**src/rtl/hilo_pkg.sv**
```systemverilog
// Shared HILO definitions: operation codes, issue-controller FSM state
// encodings, common widths and the latched request payload.
// Used by hilo_issue_ctrl and by the HILO unit.
package hilo_pkg;

  localparam int unsigned DATA_W = 32;
  localparam int unsigned OP_W   = 3;
  localparam int unsigned CNT_W  = 5;
  localparam int unsigned ST_W   = 2;

  // Pipeline / HILO unit operation codes
  localparam logic [OP_W-1:0] OP_NONE  = 3'd0;
  localparam logic [OP_W-1:0] OP_MULT  = 3'd1;
  localparam logic [OP_W-1:0] OP_MULTU = 3'd2;
  localparam logic [OP_W-1:0] OP_DIV   = 3'd3;
  localparam logic [OP_W-1:0] OP_DIVU  = 3'd4;
  localparam logic [OP_W-1:0] OP_MTHI  = 3'd5;
  localparam logic [OP_W-1:0] OP_MTLO  = 3'd6;
  localparam logic [OP_W-1:0] OP_MF    = 3'd7;

  // Issue-controller FSM states
  localparam logic [ST_W-1:0] ST_IDLE  = 2'd0;
  localparam logic [ST_W-1:0] ST_WAIT  = 2'd1;
  localparam logic [ST_W-1:0] ST_ISSUE = 2'd2;

  // Write request held while waiting for the issue slot
  typedef struct packed {
    logic [OP_W-1:0]   op;
    logic [DATA_W-1:0] a;
    logic [DATA_W-1:0] b;
  } hilo_req_t;

endpackage : hilo_pkg

```
**src/rtl/hilo_issue_ctrl.sv**
```systemverilog
// hilo_issue_ctrl: sequences HI/LO writes from the pipeline into the HILO
// unit. Multiply/divide writes are held for MUL_LAT/DIV_LAT wait cycles and
// then issued for one cycle; MTHI/MTLO issue on the next cycle; MFHI/MFLO
// reads are answered one cycle after acceptance. Requests are only accepted
// in IDLE, so a read always follows the commit of any earlier write.
//
// Ports
//   clk         clock, rising edge
//   rst         synchronous active-low reset
//   req_valid   request present          req_ready  accepted (IDLE only)
//   req_op      opcode 0..7              req_sel_hi MF read selects HI
//   req_a/b     rs/rt operands
//   hilo_op     write opcode to HILO unit (0 outside the issue cycle)
//   hilo_a/b    latched operands to HILO unit
//   hilo_hi/lo  current HI/LO values from the HILO unit
//   rd_valid    MF read result valid     rd_data    MF read result
//   div0_err    divide-by-zero trap pulse (only with HILO_DIV0_TRAP_EN)
//   busy        controller not IDLE; pipeline stall
//
// Build option: define HILO_DIV0_TRAP_EN to trap DIV/DIVU with req_b == 0
// instead of issuing it.
module hilo_issue_ctrl
  import hilo_pkg::*;
#(
  parameter int unsigned MUL_LAT = 3,
  parameter int unsigned DIV_LAT = 8
) (
  input  logic              clk,
  input  logic              rst,
  input  logic              req_valid,
  output logic              req_ready,
  input  logic [OP_W-1:0]   req_op,
  input  logic              req_sel_hi,
  input  logic [DATA_W-1:0] req_a,
  input  logic [DATA_W-1:0] req_b,
  output logic [OP_W-1:0]   hilo_op,
  output logic [DATA_W-1:0] hilo_a,
  output logic [DATA_W-1:0] hilo_b,
  input  logic [DATA_W-1:0] hilo_hi,
  input  logic [DATA_W-1:0] hilo_lo,
  output logic              rd_valid,
  output logic [DATA_W-1:0] rd_data,
`ifdef HILO_DIV0_TRAP_EN
  output logic              div0_err,
`endif
  output logic              busy
);

  // Counter preload: LAT-1 gives exactly LAT wait cycles; LAT=32 loads 31
  localparam logic [CNT_W-1:0] MUL_CNT = CNT_W'(MUL_LAT - 1);
  localparam logic [CNT_W-1:0] DIV_CNT = CNT_W'(DIV_LAT - 1);

  logic [ST_W-1:0]   r_state,    w_state_nxt;
  logic [CNT_W-1:0]  r_cnt,      w_cnt_nxt;
  hilo_req_t         r_req,      w_req_nxt;
  logic [OP_W-1:0]   r_hilo_op,  w_hilo_op_nxt;
  logic              r_rd_valid, w_rd_valid_nxt;
  logic [DATA_W-1:0] r_rd_data,  w_rd_data_nxt;
  logic              r_div0_err, w_div0_err_nxt;
  logic              w_accept;
  logic              w_div0_trap;

  assign w_accept = req_valid && (r_state == ST_IDLE);

`ifdef HILO_DIV0_TRAP_EN
  assign w_div0_trap = (req_b == '0);
`else
  assign w_div0_trap = 1'b0;
`endif

  // Next-state, counter, latch and output decode
  always_comb begin
    w_state_nxt    = r_state;
    w_cnt_nxt      = r_cnt;
    w_req_nxt      = r_req;
    w_hilo_op_nxt  = OP_NONE;
    w_rd_valid_nxt = 1'b0;
    w_rd_data_nxt  = r_rd_data;
    w_div0_err_nxt = 1'b0;

    case (r_state)
      ST_IDLE: begin
        if (w_accept) begin
          case (req_op)
            OP_MULT, OP_MULTU: begin
              w_req_nxt   = '{op: req_op, a: req_a, b: req_b};
              w_cnt_nxt   = MUL_CNT;
              w_state_nxt = ST_WAIT;
            end
            OP_DIV, OP_DIVU: begin
              if (w_div0_trap) begin
                w_div0_err_nxt = 1'b1;
              end else begin
                w_req_nxt   = '{op: req_op, a: req_a, b: req_b};
                w_cnt_nxt   = DIV_CNT;
                w_state_nxt = ST_WAIT;
              end
            end
            OP_MTHI, OP_MTLO: begin
              w_req_nxt     = '{op: req_op, a: req_a, b: req_b};
              w_hilo_op_nxt = req_op;
              w_state_nxt   = ST_ISSUE;
            end
            OP_MF: begin
              w_rd_valid_nxt = 1'b1;
              w_rd_data_nxt  = req_sel_hi ? hilo_hi : hilo_lo;
            end
            default: ;
          endcase
        end
      end
      ST_WAIT: begin
        // hilo_op is registered, so it is loaded on the edge entering ISSUE
        if (r_cnt == '0) begin
          w_hilo_op_nxt = r_req.op;
          w_state_nxt   = ST_ISSUE;
        end else begin
          w_cnt_nxt = r_cnt - CNT_W'(1);
        end
      end
      ST_ISSUE: begin
        w_state_nxt = ST_IDLE;
      end
      default: begin
        w_state_nxt = ST_IDLE;
      end
    endcase
  end

  // State and data registers
  always_ff @(posedge clk) begin
    if (!rst) begin
      r_state    <= ST_IDLE;
      r_cnt      <= '0;
      r_req      <= '0;
      r_hilo_op  <= OP_NONE;
      r_rd_valid <= 1'b0;
      r_rd_data  <= '0;
      r_div0_err <= 1'b0;
    end else begin
      r_state    <= w_state_nxt;
      r_cnt      <= w_cnt_nxt;
      r_req      <= w_req_nxt;
      r_hilo_op  <= w_hilo_op_nxt;
      r_rd_valid <= w_rd_valid_nxt;
      r_rd_data  <= w_rd_data_nxt;
      r_div0_err <= w_div0_err_nxt;
    end
  end

  assign req_ready = (r_state == ST_IDLE);
  assign busy      = (r_state != ST_IDLE);
  assign hilo_op   = r_hilo_op;
  assign hilo_a    = r_req.a;
  assign hilo_b    = r_req.b;
  assign rd_valid  = r_rd_valid;
  assign rd_data   = r_rd_data;

`ifdef HILO_DIV0_TRAP_EN
  assign div0_err  = r_div0_err;
`else
  logic w_unused;
  assign w_unused  = r_div0_err;
`endif

endmodule : hilo_issue_ctrl

```
**config.mk**
```make
export PLATFORM = sky130hd
export DESIGN_NAME = hilo_issue_ctrl
export DESIGN_NICKNAME = d
export VERILOG_FILES = /design/src/rtl/hilo_pkg.sv /design/src/rtl/hilo_issue_ctrl.sv
export SDC_FILE = /design/constraint.sdc
export NUM_CORES = 1
export LEC_CHECK = 0
export CORE_UTILIZATION = 35
export CTS_BUF_LIST = sky130_fd_sc_hd__clkbuf_8
export CTS_CLUSTER_SIZE = 8
export DETAILED_ROUTE_END_ITERATION = 6
export PLACE_DENSITY_LB_ADDON = 0.1
export SYNTH_ARGS = -nofsm -noshare
export SYNTH_HDL_FRONTEND = slang
export SYNTH_SLANG_ARGS = --single-unit
```
**constraint.sdc**
```tcl
create_clock -name clk -period 1.73 [get_ports clk]
set_input_delay 0.2595 -clock clk [delete_from_list [all_inputs] [get_ports clk]]
set_output_delay 0.2595 -clock clk [all_outputs]
set_load 0.02 [all_outputs]
```
== Word-level counts from Yosys, hierarchy flattened ==
Index checks and enable logic that the tools add are counted.

* Output and inout bits: 102
* Memories: 0
* Bits in registers: 110
* Input port bits: 135
* Bits in latches: 0
* Memory bits (read-only): 0
* Memory bits (writable): 0

* $lt $le $gt $ge: 0
* Shift operators: 0
* Multiplexer cells: 14
* Reduce and logical (&&, ||, !) cells: 15
* Equality and inequality tests: 13
* $mul: 0
* Add/subtract/negate cells: 1
* Bitwise gates (word level): 0
* Div/mod/pow operators: 0

{| class="wikitable"
|+ Operators by type and width
! operator !! count
|-
| $mux W32 || 1
|-
| $pmux W5 S2 || 2
|-
| $eq A3 B3 Y1 const B || 4
|-
| $reduce_and A3 Y1 || 4
|-
| $mux W5 || 2
|-
| $mux W3 || 3
|-
| $pmux W2 S2 || 2
|-
| $eq A3 B2 Y1 const B || 2
|-
| $pmux W3 S2 || 1
|-
| $reduce_or A2 Y1 || 3
|-
| $reduce_or A6 Y1 || 1
|-
| $logic_not A5 Y1 || 1
|-
| $sub A5 B1 Y5 const B || 1
|-
| $mux W2 || 2
|-
| $ne A2 B2 Y1 const B || 2
|-
| $reduce_and A4 Y1 || 1
|-
| $reduce_bool A2 Y1 || 2
|-
| $reduce_or A4 Y1 || 1
|-
| $eq A3 B1 Y1 const B || 1
|-
| $ne A3 B1 Y1 const B || 1
|-
| $ne A3 B2 Y1 const B || 1
|-
| $eq A2 B1 Y1 const B || 1
|-
| $logic_not A2 Y1 || 1
|-
| $ne A2 B1 Y1 const B || 1
|-
| 2 further kinds || 2
|}

== Longest topological paths before layout ==
Gate-level depths: netlist of the first run.

* Word-level depth: 5
* Gate-level depth with buffers: 7
* Mapped depth without buffers: 6

== Worst setup path after synthesis of the first run ==
No wires, ideal clock.

* Path type: flip-flop to flip-flop
* Start point: register r_cnt[0]
* End point: register r_cnt[0]
* Cell stages (with the launch flop): 7
* Data arrival time: 1.548 ns
* Buffers on the path: 0
* Setup time: 0.074 ns
* Path slack: 0.107 ns
* Cell sequence: dfxtp_1 inv_1 ha_1 nor4b_1 o21a_4 or4_1 a31oi_1

* Longest elaborated chain between the ends: 3
* Elaborated cells on any way between the ends: 6
* Classes of those cells: add/sub (1); eq/ne (1); mux (2); reduce/logical (2)

{| class="wikitable"
|+ Ends and longest elaborated chain
! item !! RTL line !! source
|-
| from (decl) || hilo_issue_ctrl.sv:54 || <nowiki>logic [CNT_W-1:0] r_cnt, w_cnt_nxt;</nowiki>
|-
| from (signal assigned) || hilo_issue_ctrl.sv:142 || <nowiki>r_cnt <= w_cnt_nxt;</nowiki>
|-
| $sub A5 B1 Y5 or $logic_not A5 Y1 (tied branches) || hilo_issue_ctrl.sv:118, hilo_issue_ctrl.sv:114 ||
|-
| $mux W5 or $ne A2 B2 Y1 (tied branches) || - ||
|-
| $pmux W5 S2 or $reduce_and A4 Y1 (tied branches) || - ||
|}

Parallel ways exist; a longest one is shown, timed or not. The select of a mux whose other input is x is not followed.
A chain may end at the register's enable or synchronous reset.

== Worst setup path in the final report of the first run ==
* Start point: register r_cnt[1]
* End point: register r_cnt[0]

* Longest elaborated chain between the ends: 3

{| class="wikitable"
|+ Ends and longest elaborated chain
! item !! RTL line !! source
|-
| $logic_not A5 Y1 || hilo_issue_ctrl.sv:114 || <nowiki>if (r_cnt == '0) begin</nowiki>
|-
| $ne A2 B2 Y1 (no source line) || - ||
|-
| $reduce_and A4 Y1 (no source line) || - ||
|}

Every way passes these cells.

==> results of run 1 <==
[cells by family after synthesis]
group / after synthesis
AO/OA/AOI/OAI: 117
multiplexers: 32
AND/OR/NAND/NOR: 200
adder cells (fa/ha/maj): 1
buffers and inverters: 110
flip-flops: 110
XOR/XNOR: 1
[layout make-up]
| type | instances | share of cell area [%] |
|---|---|---|
| Timing Repair Buffer | 264 | 36.7 |
| Multi-Input combinational cell | 351 | 26.8 |
| Tap cell | 176 | 3.06 |
| Inverter | 7 | 0.382 |
| Clock inverter | 6 | 0.539 |
| Sequential cell | 110 | 30.6 |
| Clock buffer | 10 | 1.91 |
[report_power, final]
| group | total [W] | switching, W | internal, W |
|---|---|---|---|
| Combinational | 0.00157 | 0.000736 | 0.000831 |
| Clock | 0.00141 | 0.000856 | 0.000555 |
| Sequential | 0.00279 | 0.0000922 | 0.00270 |
| Total | 0.00577 | 0.00168 | 0.00409 |
[worst max-delay path, cell delays in order (launching register included)]
cell	delay (ns)
dfxtp_2	0.35
inv_2	0.05
ha_4	0.17
nor4b_4	0.14
o21a_4	0.24
or4_1	0.51
a31oi_1	0.16
[through the flow]
stage	TNS (ns)	utilization [%]	hold WS [ns]	setup slack, ns	instances
2_1_floorplan	0	-	0.381	0.107	571
3_3_place_gp	-17.18	52.6	0.439	-0.261	909
3_5_place_dp	-20.03	52.6	0.445	-0.256	909
4_1_cts	-0.0208	54.0	0.401	-0.0208	925
5_1_grt	-0.0346	54.1	0.412	-0.0346	924
6_report	0	54.1	0.423	0.0321	924
[layer usage]
metal | routed length [microns] | track usage [%] | up-vias
met1 | 5410 | 20.9 | 1939
met5 | 0 | 0 | -
li1 | - | - | 2191
met3 | 770 | 3.98 | 16
met2 | 5930 | 29.5 | 141
met4 | 221 | 7.04 | 0
[path summary, 6_finish.rpt]
| kind | to | slack, ns | cells after the start |
|---|---|---|---|
| worst max-delay path | r_cnt[0] | 0.03 | 6 |
| worst min-delay path | hilo_b[12] | 0.42 | 3 |
| worst max register to register | r_cnt[0] | 0.03 | 6 |
| worst min register to register | hilo_a[8] | 0.46 | 2 |
[cell usage in the layout, fill, tap and decap left out, types with 3 or more instances in the layout]
master / synthesis / layout
clkinvlp_4: 0 / 4
clkdlybuf4s50_1: 0 / 233
inv_1: 6 / 5
buf_4: 72 / 21
mux2i_1: 32 / 32
buf_12: 0 / 6
a21oi_1: 68 / 68
clkbuf_8: 0 / 10
o21ai_0: 3 / 3
dfxtp_1: 110 / 108
a211oi_1: 33 / 32
nand2_1: 134 / 134
nand2b_1: 3 / 3
nor3_1: 4 / 3
nor2_1: 43 / 43
[state kept, by name, indices dropped and copies added, names as in the netlist]
| signal | flops |
|---|---|
| hilo_a | 32 |
| hilo_b | 32 |
| rd_data | 32 |
| r_cnt | 5 |
| hilo_op | 3 |
| r_req | 3 |
| r_state | 2 |
| rd_valid | 1 |
[what timing repair did]
action | in CTS | in global routing
gates cloned | 0 | 0
endpoints found under the setup margin | 7 | 7
hold buffers | 0 | 0
buffers inserted | 0 | 0
resized for setup | 8 | 5
pin swaps | 1 | 4
==> impl_metrics.toml, run 1 <==
[yosys]
synthArstFlopShare_pct = 0
synth_top_family_by_area = "simple AND/OR/NAND/NOR gates"
synth_mux_area_share_pct = 6.69
ys_seq_area_share_pct = 46.0
synthAdderAreaFrac_pct = 0.261
syn_inst = 571
syn_nets = 707
synthesis.area_sq_um = 4790
synth_top_area_share_pct = 46.0
synth-main-ff-cell = "dfxtp_1"
synth.area.top_cells = "dfxtp_1, buf_4, nand2_1, a21oi_1, mux2i_1"
synth_seq_cells = 110
ys_warn_count = 0
yosysMostFrequentCell = "nand2_1"
yosys-top-cells-count = "nand2_1, dfxtp_1, buf_4, a21oi_1, nor2_1"
postSynthAreaPerCell_sq_um = 8.39
synth_edf_count = 0
synthSimpleGateAreaFrac_pct = 17.4
synth_compound_area_share_pct = 14.9
synth-xor-area-share_pct = 0.183
synth_largest_area_cell = "dfxtp_1"
synth_cell_types = 40

[setup_path]
arrival_ns = 2.00
crit_start = "r_cnt[1]"
worstPathRequired_ns = 2.03
crit_fanout = 8
critPathCaptureType = "register"
rr_startpoint = "r_cnt[1]"
startpoint_type = "register"
timing_worst_setup_path_type = "reg2reg"

[detailed_routing]
drtIter0Drc = 202
vias_per_cell = 4.64
drt_wl_total_microns = 12300
via_count = 4287
wl_per_cell_microns = 13.3
ant_nets = 0
drt_first_pass_iters = 4
drc = 0

[placement]
portBuffers = 236
gp_congestion = 0.791
dp_hpwl_microns = 9250
detailed_place.area_sq_um = 6990

[clock_tree]
cts-root-buf = "clkbuf_8"
clock_latency_ns = 0.37
htree_levels = 3
cts_tree = "built"
numCtsBuffers = 9
cts_buffer_depth = 2
clkTransAtPathRegs_ns = 0.10
cts.sinks = 110

[cells_and_area]
register_area_sq_um = 2200
multi_input_area_sq_um = 1930
syn2layout_area_growth_pct = 50.3
fillers = 1243
drive_gt1_share_pct = 8.16
diodes = 0
final_nets = 879
design_area_sq_um = 7200

[floorplan]
die_y_microns = 119
die_w_microns = 119
ioPinCount = 237
initial_core_util_pct = 36.0
core_area_sq_um = 13300
num_rows = 42
dieArea_sq_um = 14200

[pwr]
leakage_nw = 2.66
power_w = 0.00577
pwr_density_cell_nw_per_um2 = 802
ir_worst_vdd_mv = 0.296

[sta]
post-route-min-period_ns = 1.70
setup_violations = 0
fmax_mhz = 589
rsz0062_at_grt = "yes"
final-hold-violation-count = 0
layout_worst_path_cycle_share_pct = 98.1
clock_skew_ns = 0.00680
slew_headroom_pct = 78.0
tightest_slew_ns = 0.321
final_max_slew_viol_count = 0

[job]
cap_violations = 0

[grt]
grt_pass1_wl_microns = 19700
grt_remaining_overflow = 0
grt_pass1_vias = 4112
grt_start_max_net_pins = 50
track_usage_pct = 17.3
antenna_found_initial = 0

[hold_path]
hold_path_class = "in2reg"
hold_start = "req_b[12]"

[outcome]
status = "finished clean"
Power figures use the tool's default switching activity.
==> inputs of run 2 (changes only) <==
Settings changed: MAX_ROUTING_LAYER from default to met4, PLACE_DENSITY from default to 0.75, PLACE_DENSITY_LB_ADDON 0.1 to default.
==> run 2 against run 1 <==
Net effect:
- clock power up 23%
- worst setup slack better by 0.037 ns
- design area up 1.0%
- count of clock-buffer cells in the layout up 1
- sequential share of layout area down 0.21 points
- maximum frequency up 2.2%
- core utilization up 0.56 points
- final cell count up 0.22%
- non-clock buffer count up 2
- die area unchanged
- sequential power about the same
- critical endpoint unchanged
==> impl_metrics.toml, run 2 (synthesis results as in run 1) <==
[outcome]
status = "finished clean"

[clock_tree]
cts-root-buf = "clkbuf_8"
numCtsBuffers = 9
cts_buffer_depth = 2
htree_levels = 3
cts_tree = "built"
clock_latency_ns = 0.37
cts.sinks = 110
clkTransAtPathRegs_ns = 0.10

[cells_and_area]
fillers = 1189
diodes = 0
register_area_sq_um = 2210
most-common-layout-cells = "clkdlybuf4s50_1, nand2_1, dfxtp_1"
syn2layout_area_growth_pct = 51.8
multi_input_area_sq_um = 1920
final_nets = 881
drive_gt1_share_pct = 8.80
final_common_cell = "clkdlybuf4s50_1"

[placement]
portBuffers = 236
gp_congestion = 0.829
dp_hpwl_microns = 9250

[sta]
final_max_slew_viol_count = 0
layout_worst_path_cycle_share_pct = 96.0
tightest_slew_ns = 0.303
hold-worst-slack_ns = 0.395
slew_headroom_pct = 79.3
final-hold-violation-count = 0
setup_violations = 0
post-route-min-period_ns = 1.66
tns_ns = 0
rsz0062_at_grt = "no"
clock_skew_ns = 0.0159
fmax_mhz = 602

[detailed_routing]
ant_nets = 0
drc = 0
drtIter0Drc = 159
drt_wl_total_microns = 12200
vias_per_cell = 4.73
wl_per_cell_microns = 13.2
via_count = 4379
drt_first_pass_iters = 4

[grt]
track_usage_pct = 17.6
grt_pass1_wl_microns = 19400
grt_pass1_vias = 4173
grt_remaining_overflow = 0
grt_start_max_net_pins = 67
antenna_found_initial = 0

[job]
cap_violations = 0

[setup_path]
timing_worst_setup_path_type = "reg2reg"
worstPathRequired_ns = 2.03
reg2reg_depth = 5
rr_startpoint = "r_state[0]"
arrival_ns = 1.96
critPathCaptureType = "register"
worstReg2RegEnd = "r_cnt[0]"
startpoint_type = "register"
crit_fanout = 5
reg2reg_slack_ns = 0.07

[floorplan]
die_y_microns = 119
initial_core_util_pct = 36.0
ioPinCount = 237
num_rows = 42
die_w_microns = 119
dieArea_sq_um = 14200
core_area_sq_um = 13300

[hold_path]
whs_path_depth = 3
hold_start = "req_sel_hi"
hold_path_class = "in2reg"
holdPathEnd = "rd_data[16]"

[pwr]
pwr_density_cell_nw_per_um2 = 841
ir_worst_vdd_mv = 0.513
power_w = 0.00611
leakage_nw = 2.70
[run 2: critical path, cell delays in order, from the launching register on]
cell	delay (ns)
dfxtp_4	0.37
or3b_4	0.41
o21a_4	0.14
buf_4	0.14
or3_1	0.36
a31oi_1	0.17
[run 2: power by group]
part           switching, W  internal, W
logic              0.000740     0.000838
registers         0.0000951      0.00270
clock network      0.000843     0.000895
total               0.00168      0.00444
[run 2: metrics by stage]
stage | cells | utilization, % | setup slack [ns] | instance area, sq um
after floorplan | 571 | - | 0.107 | 4790
after CTS | 925 | 54.4 | 0.0188 | 7240
after global routing | 926 | 54.7 | 0.00646 | 7270
final | 926 | 54.7 | 0.0690 | 7270
after detailed placement | 908 | 52.5 | -0.279 | 6980
after global placement | 908 | 52.5 | -0.266 | 6980
[run 2: cell type report]
cell class              instances  share of cell area (%)
repair buffers                266                    36.5
flip-flops and latches        110                    30.4
multi-input cells             351                    26.5
well taps                     176                    3.03
clock buffers                  11                    2.08
clock inverters                 5                    1.12
inverters                       7                   0.379
[run 2: worst max path at each step]
stage	start	endpoint	slack, ns	cells after the start
after global placement	req_valid	r_cnt[0]	-0.27	5
final	r_state[0]	r_cnt[0]	0.07	5
after floorplan	r_cnt[0]	r_cnt[0]	0.11	6
after global routing	r_state[1]	busy	0.006	3
after CTS	r_state[1]	r_cnt[0]	0.02	4
after detailed placement	req_valid	r_cnt[0]	-0.28	5
[run 2: timing repair]
| item | CTS | global route |
|---|---|---|
| endpoints found under the setup margin | 6 | 13 |
| pin swaps | 3 | 5 |
| hold buffers | 0 | 0 |
| hold endpoints to repair | 0 | 0 |
| setup buffers | 2 | 1 |
| resized for setup | 7 | 10 |
[run 2: routing by layer]
metal / wire length [microns] / share of wire (%) / track usage, %
met5: 0 / 0 / -
met4: 309 / 2.5 / 7.91
met2: 6090 / 50 / 30.5
met3: 666 / 5.5 / 3.40
met1: 5150 / 42 / 19.5
==> inputs of run 3 (changes only) <==
Settings changed: PLACE_DENSITY 0.75 to 0.72, SLEW_MARGIN from default to 15.
Clock period 1.73 ns to 2 ns, I/O delays scaled along.
==> run 3 against run 2 <==
Net effect:
- total power down 18%
- first-iteration DRC count up 8.2%
- sequential share of layout area up 0.57 points
- critical endpoint is now req_ready
- largest cell class unchanged
- core utilization down 1.2 points
==> impl_metrics.toml, run 3 (synthesis results as in run 1) <==
[outcome]
status = "finished clean"

[setup_path]
timing_worst_setup_path_type = "reg2out"
worstPathRequired_ns = 1.70
startpoint_type = "register"
critPathCaptureType = "output pin"
slowest_stage = "clkdlybuf4s50_1"
cp_slowest_stage_delay_ns = 0.67
worstPathCellList = "nor2_1, clkdlybuf4s50_1"
crit_fanout = 6
rr_startpoint = "r_cnt[0]"
arrival_ns = 1.61
crit_start = "r_state[1]"

[hold_path]
hold_path_class = "reg2reg"
hold_start = "hilo_a[1]"

[clock_tree]
htree_levels = 3
cts_tree = "built"
clkTransAtPathRegs_ns = 0.10
ctsResizeCount = 0
cts_setup_buffers = 0
hold_buffers = 0
cts_buffer_depth = 2
cts.sinks = 110
cts-root-buf = "clkbuf_8"
numCtsBuffers = 9
clock_latency_ns = 0.37

[grt]
grt_pass1_wl_microns = 19500
grt_remaining_overflow = 0
grt_pass1_vias = 4159
grt_start_max_net_pins = 56
track_usage_pct = 17.6
antenna_found_initial = 0

[cells_and_area]
multi_input_area_sq_um = 1890
syn2layout_area_growth_pct = 48.4
final_common_cell = "clkdlybuf4s50_1"
diodes = 0
fillers = 1208
most-common-layout-cells = "clkdlybuf4s50_1, nand2_1, dfxtp_1"
design_area_sq_um = 7110
final_nets = 869
finalNonFillerCells = 913
drive_gt1_share_pct = 5.70
register_area_sq_um = 2200
final_core_util_pct = 53.5

[placement]
gp_congestion = 0.852
detailed_place.area_sq_um = 6920
dp_hpwl_microns = 9250
post-place-ws_ns = -0.108
place_inst = 898
portBuffers = 236

[pwr]
pwr_density_cell_nw_per_um2 = 710
ir_worst_vdd_mv = 0.320
leakage_nw = 2.61

[floorplan]
initial_core_util_pct = 36.0
die_w_microns = 119
dieArea_sq_um = 14200
core_area_sq_um = 13300
die_y_microns = 119
ioPinCount = 237
num_rows = 42

[job]
cap_violations = 0

[detailed_routing]
drtIter0Drc = 172
drt_wl_total_microns = 12300
via_count = 4338
ant_nets = 0
vias_per_cell = 4.75
drt_first_pass_iters = 5
drc = 0
wl_per_cell_microns = 13.5

[sta]
final-hold-violation-count = 0
rsz0062_at_grt = "no"
layout_worst_path_cycle_share_pct = 95.4
tightest_slew_ns = 0.546
post-route-min-period_ns = 1.91
slew_headroom_pct = 63.1
fmax_mhz = 524
setup_violations = 0
setup_slack_ns = 0.0923
final_max_slew_viol_count = 0
clock_skew_ns = 0.00739
## run 3: final timing paths
kind                            slack, ns   endpoint  cells past startpoint
worst max-delay path                 0.09  req_ready                      2
worst min-delay path                 0.46  hilo_a[1]                      2
worst max register to register       0.14   r_cnt[1]                      6
worst min register to register       0.46  hilo_a[1]                      2
## run 3: layout make-up
cell class	instances	share of cell area, %
clock inverter	5	0.722
clock buffer	10	1.94
sequential	110	31.0
tap	176	3.10
multi-input combinational	351	26.6
timing repair buffer	254	36.3
inverter	7	0.387
## run 3: worst max-delay path: cells and delay by family, from the launching register on
kind          cells  cell delay [ns]
buf+inv           1             0.67
simple gates      1             0.21
flops             1             0.36
## run 3: report_power, final
group	internal [W]	switching, W	leakage, nW	total (W)
Clock	0.000598	0.000714	0.0993	0.00131
Sequential	0.00234	0.0000800	0.898	0.00242
Combinational	0.000690	0.000625	1.61	0.00131
## run 3: through the flow
step / TNS, ns / power [W] / hold slack [ns]
detailed placement: -2.27 / 0.00379 / 0.446
CTS: 0 / 0.00511 / 0.435
finish: 0 / 0.00504 / 0.457
global placement: -0.0889 / 0.00376 / 0.441
floorplan: 0 / 0.00323 / 0.422
global route: 0 / 0.00530 / 0.443
## run 3: per-layer routing
| metal | track usage (%) | share of wire (%) | up-vias | routed length, microns |
|---|---|---|---|---|
| met1 | 19.5 | 42 | 1985 | 5190 |
| met4 | 6.96 | 1.7 | 0 | 212 |
| li1 | - | - | 2166 | - |
| met2 | 30.4 | 49 | 172 | 6070 |
| met5 | - | 0 | - | 0 |
| met3 | 4.17 | 6.7 | 15 | 822 |
